==> src/rtl/ps2_scan_receiver.sv <==
// PS/2 keyboard receiver: synchronises the PS/2 pins, deframes 11-bit packets,
// folds E0/F0 prefixes into tagged scan codes, and queues the tagged codes in a
// show-ahead FIFO. It also keeps the last two non-prefix codes for a display.
module ps2_scan_receiver #(
  parameter int SYNC_STAGES    = 2,
  parameter int FIFO_DEPTH     = 8,
  parameter int TIMEOUT_CYCLES = 50000
) (
  input  logic                          clk,
  input  logic                          rst,
  input  logic                          ps2c,
  input  logic                          ps2d,
  input  logic                          rd_en,
  output logic [9:0]                    rd_data,
  output logic                          empty,
  output logic                          full,
  output logic [$clog2(FIFO_DEPTH):0]   count,
  output logic                          overflow,
  output logic                          parity_err,
  output logic                          frame_err,
  output logic [7:0]                    curr_code,
  output logic [7:0]                    prev_code
);

  localparam int AW = $clog2(FIFO_DEPTH);
  localparam int CW = AW + 1;
  localparam int TW = $clog2(TIMEOUT_CYCLES + 1);
  localparam logic [TW-1:0] TIMER_LAST = TW'(TIMEOUT_CYCLES - 1);
  localparam logic [CW-1:0] COUNT_FULL = CW'(FIFO_DEPTH);
  localparam logic [7:0]    CODE_EXT   = 8'hE0;
  localparam logic [7:0]    CODE_BRK   = 8'hF0;

  typedef enum logic [1:0] {
    IDLE   = 2'd0,
    DATA   = 2'd1,
    PARITY = 2'd2,
    STOP   = 2'd3
  } state_t;

  // ---------------------------------------------------------------------------
  // Pin synchronisers. Reset to 1 (idle bus level) so reset release never
  // looks like a clock fall.
  // ---------------------------------------------------------------------------
  logic [SYNC_STAGES-1:0] c_sync_reg;
  logic [SYNC_STAGES-1:0] d_sync_reg;
  logic                   c_prev_reg;
  logic                   c_synced;
  logic                   d_synced;
  logic                   fall;

  assign c_synced = c_sync_reg[SYNC_STAGES-1];
  assign d_synced = d_sync_reg[SYNC_STAGES-1];
  assign fall     = c_prev_reg & ~c_synced;

  // Shift the raw pins through the synchroniser chains and track the last ps2c.
  always_ff @(posedge clk or posedge rst) begin
    if (rst) begin
      c_sync_reg <= '1;
      d_sync_reg <= '1;
      c_prev_reg <= 1'b1;
    end else begin
      c_sync_reg <= {c_sync_reg[SYNC_STAGES-2:0], ps2c};
      d_sync_reg <= {d_sync_reg[SYNC_STAGES-2:0], ps2d};
      c_prev_reg <= c_synced;
    end
  end

  // ---------------------------------------------------------------------------
  // Deframing FSM. Result pulses (good frame, errors) are registered on the
  // STOP fall and consumed by the folding/FIFO logic one edge later.
  // ---------------------------------------------------------------------------
  state_t        state_reg;
  logic [2:0]    bit_cnt_reg;
  logic [7:0]    shift_reg;
  logic          parity_reg;
  logic [TW-1:0] timer_reg;
  logic          good_reg;
  logic [7:0]    code_reg;
  logic          frame_err_reg;
  logic          parity_err_reg;
  logic          flag_clr_reg;   // error that must drop pending E0/F0 prefixes
  logic          odd_ok;

  assign odd_ok = ^{shift_reg, parity_reg};

  // Frame state machine with inactivity timeout.
  always_ff @(posedge clk or posedge rst) begin
    if (rst) begin
      state_reg      <= IDLE;
      bit_cnt_reg    <= '0;
      shift_reg      <= '0;
      parity_reg     <= 1'b0;
      timer_reg      <= '0;
      good_reg       <= 1'b0;
      code_reg       <= '0;
      frame_err_reg  <= 1'b0;
      parity_err_reg <= 1'b0;
      flag_clr_reg   <= 1'b0;
    end else begin
      good_reg       <= 1'b0;
      frame_err_reg  <= 1'b0;
      parity_err_reg <= 1'b0;
      flag_clr_reg   <= 1'b0;
      if (fall) begin
        timer_reg <= '0;
        case (state_reg)
          IDLE: begin
            if (!d_synced) begin
              state_reg   <= DATA;
              bit_cnt_reg <= '0;
            end else begin
              frame_err_reg <= 1'b1;
              flag_clr_reg  <= 1'b1;
            end
          end
          DATA: begin
            shift_reg <= {d_synced, shift_reg[7:1]};
            if (bit_cnt_reg == 3'd7) begin
              state_reg <= PARITY;
            end else begin
              bit_cnt_reg <= bit_cnt_reg + 3'd1;
            end
          end
          PARITY: begin
            parity_reg <= d_synced;
            state_reg  <= STOP;
          end
          STOP: begin
            state_reg <= IDLE;
            code_reg  <= shift_reg;
            if (!d_synced) begin
              frame_err_reg <= 1'b1;
              flag_clr_reg  <= 1'b1;
            end else if (!odd_ok) begin
              parity_err_reg <= 1'b1;
              flag_clr_reg   <= 1'b1;
            end else begin
              good_reg <= 1'b1;
            end
          end
          default: state_reg <= IDLE;
        endcase
      end else if (state_reg == IDLE) begin
        timer_reg <= '0;
      end else if (timer_reg == TIMER_LAST) begin
        // Abandon the partial frame; pending prefixes survive a timeout.
        state_reg     <= IDLE;
        timer_reg     <= '0;
        frame_err_reg <= 1'b1;
      end else begin
        timer_reg <= timer_reg + TW'(1);
      end
    end
  end

  // ---------------------------------------------------------------------------
  // Prefix folding and FIFO control.
  // ---------------------------------------------------------------------------
  logic          ext_reg;
  logic          brk_reg;
  logic [7:0]    curr_reg;
  logic [7:0]    prev_reg;
  logic          overflow_reg;
  logic [9:0]    mem [FIFO_DEPTH];
  logic [AW-1:0] wr_ptr_reg;
  logic [AW-1:0] rd_ptr_reg;
  logic [CW-1:0] count_reg;
  logic          is_prefix;
  logic          push;
  logic          pop;
  logic          fifo_full;
  logic          wr_ok;
  logic [9:0]    push_data;

  assign is_prefix = (code_reg == CODE_EXT) || (code_reg == CODE_BRK);
  assign push      = good_reg && !is_prefix;
  assign pop       = rd_en && (count_reg != '0);
  assign fifo_full = (count_reg == COUNT_FULL);
  // A simultaneous pop frees the slot, so a push into a full FIFO still lands.
  assign wr_ok     = push && (!fifo_full || pop);
  assign push_data = {ext_reg, brk_reg, code_reg};

  // Prefix flags, code history and the overflow pulse.
  always_ff @(posedge clk or posedge rst) begin
    if (rst) begin
      ext_reg      <= 1'b0;
      brk_reg      <= 1'b0;
      curr_reg     <= '0;
      prev_reg     <= '0;
      overflow_reg <= 1'b0;
    end else begin
      overflow_reg <= push && fifo_full && !pop;
      if (flag_clr_reg) begin
        ext_reg <= 1'b0;
        brk_reg <= 1'b0;
      end else if (good_reg) begin
        if (code_reg == CODE_EXT) begin
          ext_reg <= 1'b1;
        end else if (code_reg == CODE_BRK) begin
          brk_reg <= 1'b1;
        end else begin
          ext_reg  <= 1'b0;
          brk_reg  <= 1'b0;
          prev_reg <= curr_reg;
          curr_reg <= code_reg;
        end
      end
    end
  end

  // FIFO storage; cleared on reset so the show-ahead head reads 0 when empty.
  always_ff @(posedge clk or posedge rst) begin
    if (rst) begin
      for (int i = 0; i < FIFO_DEPTH; i++) begin
        mem[i] <= '0;
      end
    end else if (wr_ok) begin
      mem[wr_ptr_reg] <= push_data;
    end
  end

  // FIFO pointers and occupancy.
  always_ff @(posedge clk or posedge rst) begin
    if (rst) begin
      wr_ptr_reg <= '0;
      rd_ptr_reg <= '0;
      count_reg  <= '0;
    end else begin
      if (wr_ok) begin
        wr_ptr_reg <= wr_ptr_reg + AW'(1);
      end
      if (pop) begin
        rd_ptr_reg <= rd_ptr_reg + AW'(1);
      end
      case ({wr_ok, pop})
        2'b10:   count_reg <= count_reg + CW'(1);
        2'b01:   count_reg <= count_reg - CW'(1);
        default: count_reg <= count_reg;
      endcase
    end
  end

  assign rd_data    = mem[rd_ptr_reg];
  assign empty      = (count_reg == '0);
  assign full       = fifo_full;
  assign count      = count_reg;
  assign overflow   = overflow_reg;
  assign parity_err = parity_err_reg;
  assign frame_err  = frame_err_reg;
  assign curr_code  = curr_reg;
  assign prev_code  = prev_reg;

endmodule

==> config.mk <==
export PLATFORM = sky130hd
export DESIGN_NAME = ps2_scan_receiver
export DESIGN_NICKNAME = d
export VERILOG_FILES = /design/src/rtl/ps2_scan_receiver.sv
export SDC_FILE = /design/constraint.sdc
export NUM_CORES = 1
export LEC_CHECK = 0
export BUFFER_PORTS_ARGS = -buffer_cell sky130_fd_sc_hd__buf_4
export CELL_PAD_IN_SITES_DETAIL_PLACEMENT = 1
export CELL_PAD_IN_SITES_GLOBAL_PLACEMENT = 2
export CORE_AREA = 2 2 203 125
export DETAILED_ROUTE_END_ITERATION = 8
export DIE_AREA = 0 0 205 127
export GPL_ROUTABILITY_DRIVEN = 0
export GPL_TIMING_DRIVEN = 0
export PLACE_DENSITY = 0.66
export SYNTH_ARGS = -nofsm -noshare
export SYNTH_HDL_FRONTEND = slang
export SYNTH_SLANG_ARGS = --single-unit
==> constraint.sdc <==
create_clock -name clk -period 7.57 [get_ports clk]
set_input_delay 0.3785 -clock clk [delete_from_list [all_inputs] [get_ports clk]]
set_output_delay 0.3785 -clock clk [all_outputs]
set_load 0.03 [all_outputs]
# After elaboration in Yosys (flattened, before gate mapping)
# Index checks and enable logic that the tools add are counted.
# totals
reg_bits	156
in_bits	5
out_inout_bits	35
wordCells	132
# op_classes
add_sub_neg	6
n_lt_le_gt_ge	3
n_eq_ne	16
n_mux	44
n_bitwise	7
n_reduce_logical	27
# op_table
operator	n
$bwmux 80	1
$mux 16	3
$bmux 10 s3	1
$demux 10 s3	1
$mux 10	3
$mux 1	23
$add 16x1->16 const B	1
$eq 16x16->1 const B	1
$eq 8x8->1 const B	2
$reduce_and 4->1	3
$mux 2	5
$reduce_and 2->1	5
$add 3x1->3 const B	3
$reduce_xor 9->1	1
$ge 4x4->1 const B	2
$ne 2x2->1 const B	4
$not 3->4	2
$pmux 2 s4	1
$pmux 4 s2	1
$reduce_bool 2->1	4
$eq 2x2->1 const B	3
$logic_and 1x1->1	6
$mux 3	2
$ne 3x3->1 const B	2
15 further kinds	23

# Longest topological paths before layout
# logic_depth
word_depth	7
ltp_mapped	11
ltp_nobuf	10

# Worst setup path after synthesis
# OpenSTA, ideal clock, no wires.
# synth_timing
path_type	register to register
start	reg count_reg[1], in the netlist count[1]
end	reg count_reg[2], in the netlist count[2]
setup_time_ns	0.139
arrival_time_ns	3.079
required_time_ns	7.431
setup_slack_ns	4.352
path_stages_with_launch	12
path_buffers	1
synth_period_minus_slack_ns	3.218
path_cell_list	dfrtp_1 > buf_6 > nor4_1 > nand2b_1 > inv_1 > ha_1 > xor2_1 > ha_1 > a21oi_1 > xor2_1 > nor2_1 > xor2_1
# synth_between
elab_chain_len	6
word_cells_on_any_way	12
cone_classes	add/sub (2); eq/ne (3); mux (1); reduce/logical (6)
# synth_rtl
item	line_no	rtl
start: declaration	167	logic [CW-1:0] count_reg;
start signal: assignment	236	2'b10: count_reg <= count_reg + CW'(1);
start signal: assignment	237	2'b01: count_reg <= count_reg - CW'(1);
start signal: assignment	238	default: count_reg <= count_reg;
$reduce_bool 4->1 (*)	177	assign pop = rd_en && (count_reg != '0);
$logic_and 1x1->1 (*)	177	
via pop	170	logic pop;
$logic_or 1x1->1	180	assign wr_ok = push && (!fifo_full || pop);
$logic_and 1x1->1	180	
$eq 2x1->1 or $eq 2x2->1 (tied branches)	235	case ({wr_ok, pop})
$pmux 4 s2 or $reduce_bool 2->1 (tied branches)	--	
# Mark *: on every way through the listed nets, which the timed path passes. The rest lies on a longest branch.
# A chain may end at the register's enable or synchronous reset.

# Worst setup path after layout
# layout_timing
start	reg count_reg[1], in the netlist count[1]
end	reg count_reg[2], in the netlist count[2]
# layout_between
elab_chain_len	6
word_cells_on_any_way	12
cone_classes	add/sub (2); eq/ne (3); mux (1); reduce/logical (6)
# layout_rtl
item	line_no
$eq 4x4->1 or $reduce_bool 4->1 (tied branches)	178, 177
$logic_not 1->1 or $logic_and 1x1->1 (tied branches)	180, 177
$logic_or 1x1->1	180
$logic_and 1x1->1	180
$eq 2x1->1 or $eq 2x2->1 (tied branches)	235
$pmux 4 s2 or $reduce_bool 2->1 (tied branches)	--
# Parallel ways exist; a longest one is shown, timed or not.

==> results.yml <==
run_status:
  outcome: "complete, no violations"
floorplan:
  dieHeight_um: 127
  start_util_pct: 29.7
  placementRows: 44
  core_area_um2: 24000
  dieArea_um2: 26000
  die_width_um: 205
  ios: 40
power:
  p_sw_share_pct: 33.1
  p_sw_mw: 0.853
  ir_drop_mv: 0.168
  power_density_nw_per_um2: 307
  leakage_nw: 3.90
  sequentialPowerShare_pct: 41.6
  intPower_mw: 1.72
  combPwrFrac_pct: 28.6
  p_clk_share_pct: 29.8
sta:
  relSlewSlack_pct: 46.1
  max_freq_mhz: 361
  tightest_slew_ps: 808
  rsz0062_at_grt: "no"
  hold_ws_ps: 50.8
  setup_viol: 0
  fin_skew_ps: 12.6
  period_share_pct: 36.6
  hold_viol_final: 0
  finalMaxSlewViolations: 0
  period_needed_ps: 2770
  fin_tns_setup_ps: 0
cells_and_area:
  nNetsFinal: 573
  layout_commonest_cell: "dfrtp_1"
  largest_reg_flops: 80
  drive_above_1_share_pct: 40.6
  final_cell_mix: "151 x dfrtp_1, 105 x mux2_2, 40 x buf_4"
  n_antenna_cell: 0
  area_delta_synth_final_pct: 17.4
clock_tree:
  cts.sink_count: 156
  path_clk_slew_ps: 60
  cts_resized: 0
  clockRootBuffer: "clkbuf_16"
  cts_hold_buf: 0
  clockBufferDepth: 2
  post_cts_buffers: 0
  htree_levels: 4
  cts_buffers: 17
  clk_latency_ps: 430
  cts_tree: "done"
synth:
  synth_edf_count: 0
  yosysUniqueCellTypes: 48
  yosys.area.top_type_share_pct: 53.0
  ys_seq_elements: 156
  syn_inst: 497
  synthesis.area_um2: 7130
  syn_area_per_cell_um2: 14.3
  yosys_warnings: 0
  synth_top_flop_cell: "dfrtp_1"
  synth_top_cell_by_area: "dfrtp_1"
  syn_nets: 514
  synthTopCellsByArea: "dfrtp_1 53%, mux2_2 17%, mux4_2 6.3%"
  synth_async_sr_flop_share_pct: 100
  yosysSeqAreaShare_pct: 54.8
critical_path:
  cp_max_fo: 11
  setup.worst_path.class: "flip-flop to flip-flop"
  rr_worst_depth: 11
  crit_required_ps: 7870
  arrival_ps: 3080
  crit_path_start_kind: "flip-flop"
  end_kind: "flip-flop"
worst_hold_path:
  min_path_type: "input port to flip-flop"
  min_path_cells: 1
grt:
  grt-ovfl-total: 0
  grt_pass1_vias: 4617
  grt_max_degree: 84
  antenna_found_initial: 0
  grt_pass1_wl_um: 26300
  track_usage_pct: 13.3
route:
  vias: 4217
  wl_per_cell_um: 17.8
  drt_drc_violations_left: 0
  wl_um: 15800
  via_per_inst: 4.73
  drtIter0Drc: 119
  drtPass1Iterations: 4
  ant_nets: 0
job:
  cap_violations: 0
placement:
  io_buffers: 39
  dp_hpwl_um: 10900
[logic make-up after synthesis]
| logic type | after synthesis | synth area share, % |
|---|---|---|
| xor+xnor | 26 | 3.39 |
| simple gates | 92 | 7.30 |
| buf+inv | 36 | 2.58 |
| mux | 146 | 27.3 |
| compound gates | 29 | 2.53 |
| flops | 156 | 54.8 |
| fa+ha+maj | 12 | 2.11 |
[synth_stat cells (all sizes together), types with 4 or more instances]
cell	n
dfrtp	151
mux2	126
nand2	22
mux4	20
nor2	19
clkbuf	15
xnor2	15
buf	12
ha	12
o21ai	12
xor2	10
inv	9
a21oi	8
nand3	7
dfstp	5
nand4	5
or3	5
nor3	4
[worst max-delay path, cell delays in order (launching register included)]
cell	delay, ps
dfrtp_1	390
buf_6	140
or4b_4	570
o221ai_2	260
buf_6	190
ha_1	260
xor2_1	90
ha_1	190
a21oi_1	160
xor2_1	170
nor2_1	80
xor2_1	140
[worst paths after layout]
check	to	from	slack, ps
worst max register to register	count[2]	count[1]	4800
max in group asynchronous	d_sync_reg[0]	rst	6590
worst min-delay path	c_sync_reg[0]	ps2c	50
worst max-delay path	count[2]	count[1]	4800
worst min register to register	d_sync_reg[1]	d_sync_reg[0]	360
min in group asynchronous	count[3]	rst	90
[cell type report]
type                    instances  area, µm²
repair buffers                 40        320
well taps                     322        403
multi-input cells             305       3040
fillers                      2550      15600
inverters                       9       38.8
clock buffers                  29        500
clock inverters                 3       15.0
flip-flops and latches        156       3910
plain buffers                  27        150
[per-layer routing]
layer | track usage, % | vias to the layer above | wire length [µm]
li1 | - | 1921 | -
met1 | 18.3 | 2240 | 7820
met2 | 20.4 | 42 | 7290
met3 | 3.78 | 14 | 556
met4 | 4.06 | 0 | 183
met5 | 0 | - | 0
[power groups by stage]
stage	logic, mW	registers [mW]	clock network (mW)
after floorplan	0.499	1.09	0
after global placement	0.720	1.07	0
after detailed placement	0.752	1.08	0
after CTS	0.755	1.07	0.795
after global routing	0.815	1.09	0.828
final	0.737	1.07	0.766
[through the flow]
step | instances | instance area, µm² | setup WS (ps) | total power, mW | utilization, %
finish | 891 | 8370 | 4800 | 2.57 | 34.9
detailed placement | 859 | 7860 | 4770 | 1.84 | 32.7
CTS | 891 | 8370 | 4760 | 2.62 | 34.9
global route | 891 | 8370 | 4650 | 2.74 | 34.9
global placement | 858 | 7830 | 1190 | 1.79 | 32.6
floorplan | 497 | 7130 | 2990 | 1.59 | -
(Power assumes the default switching activity.)
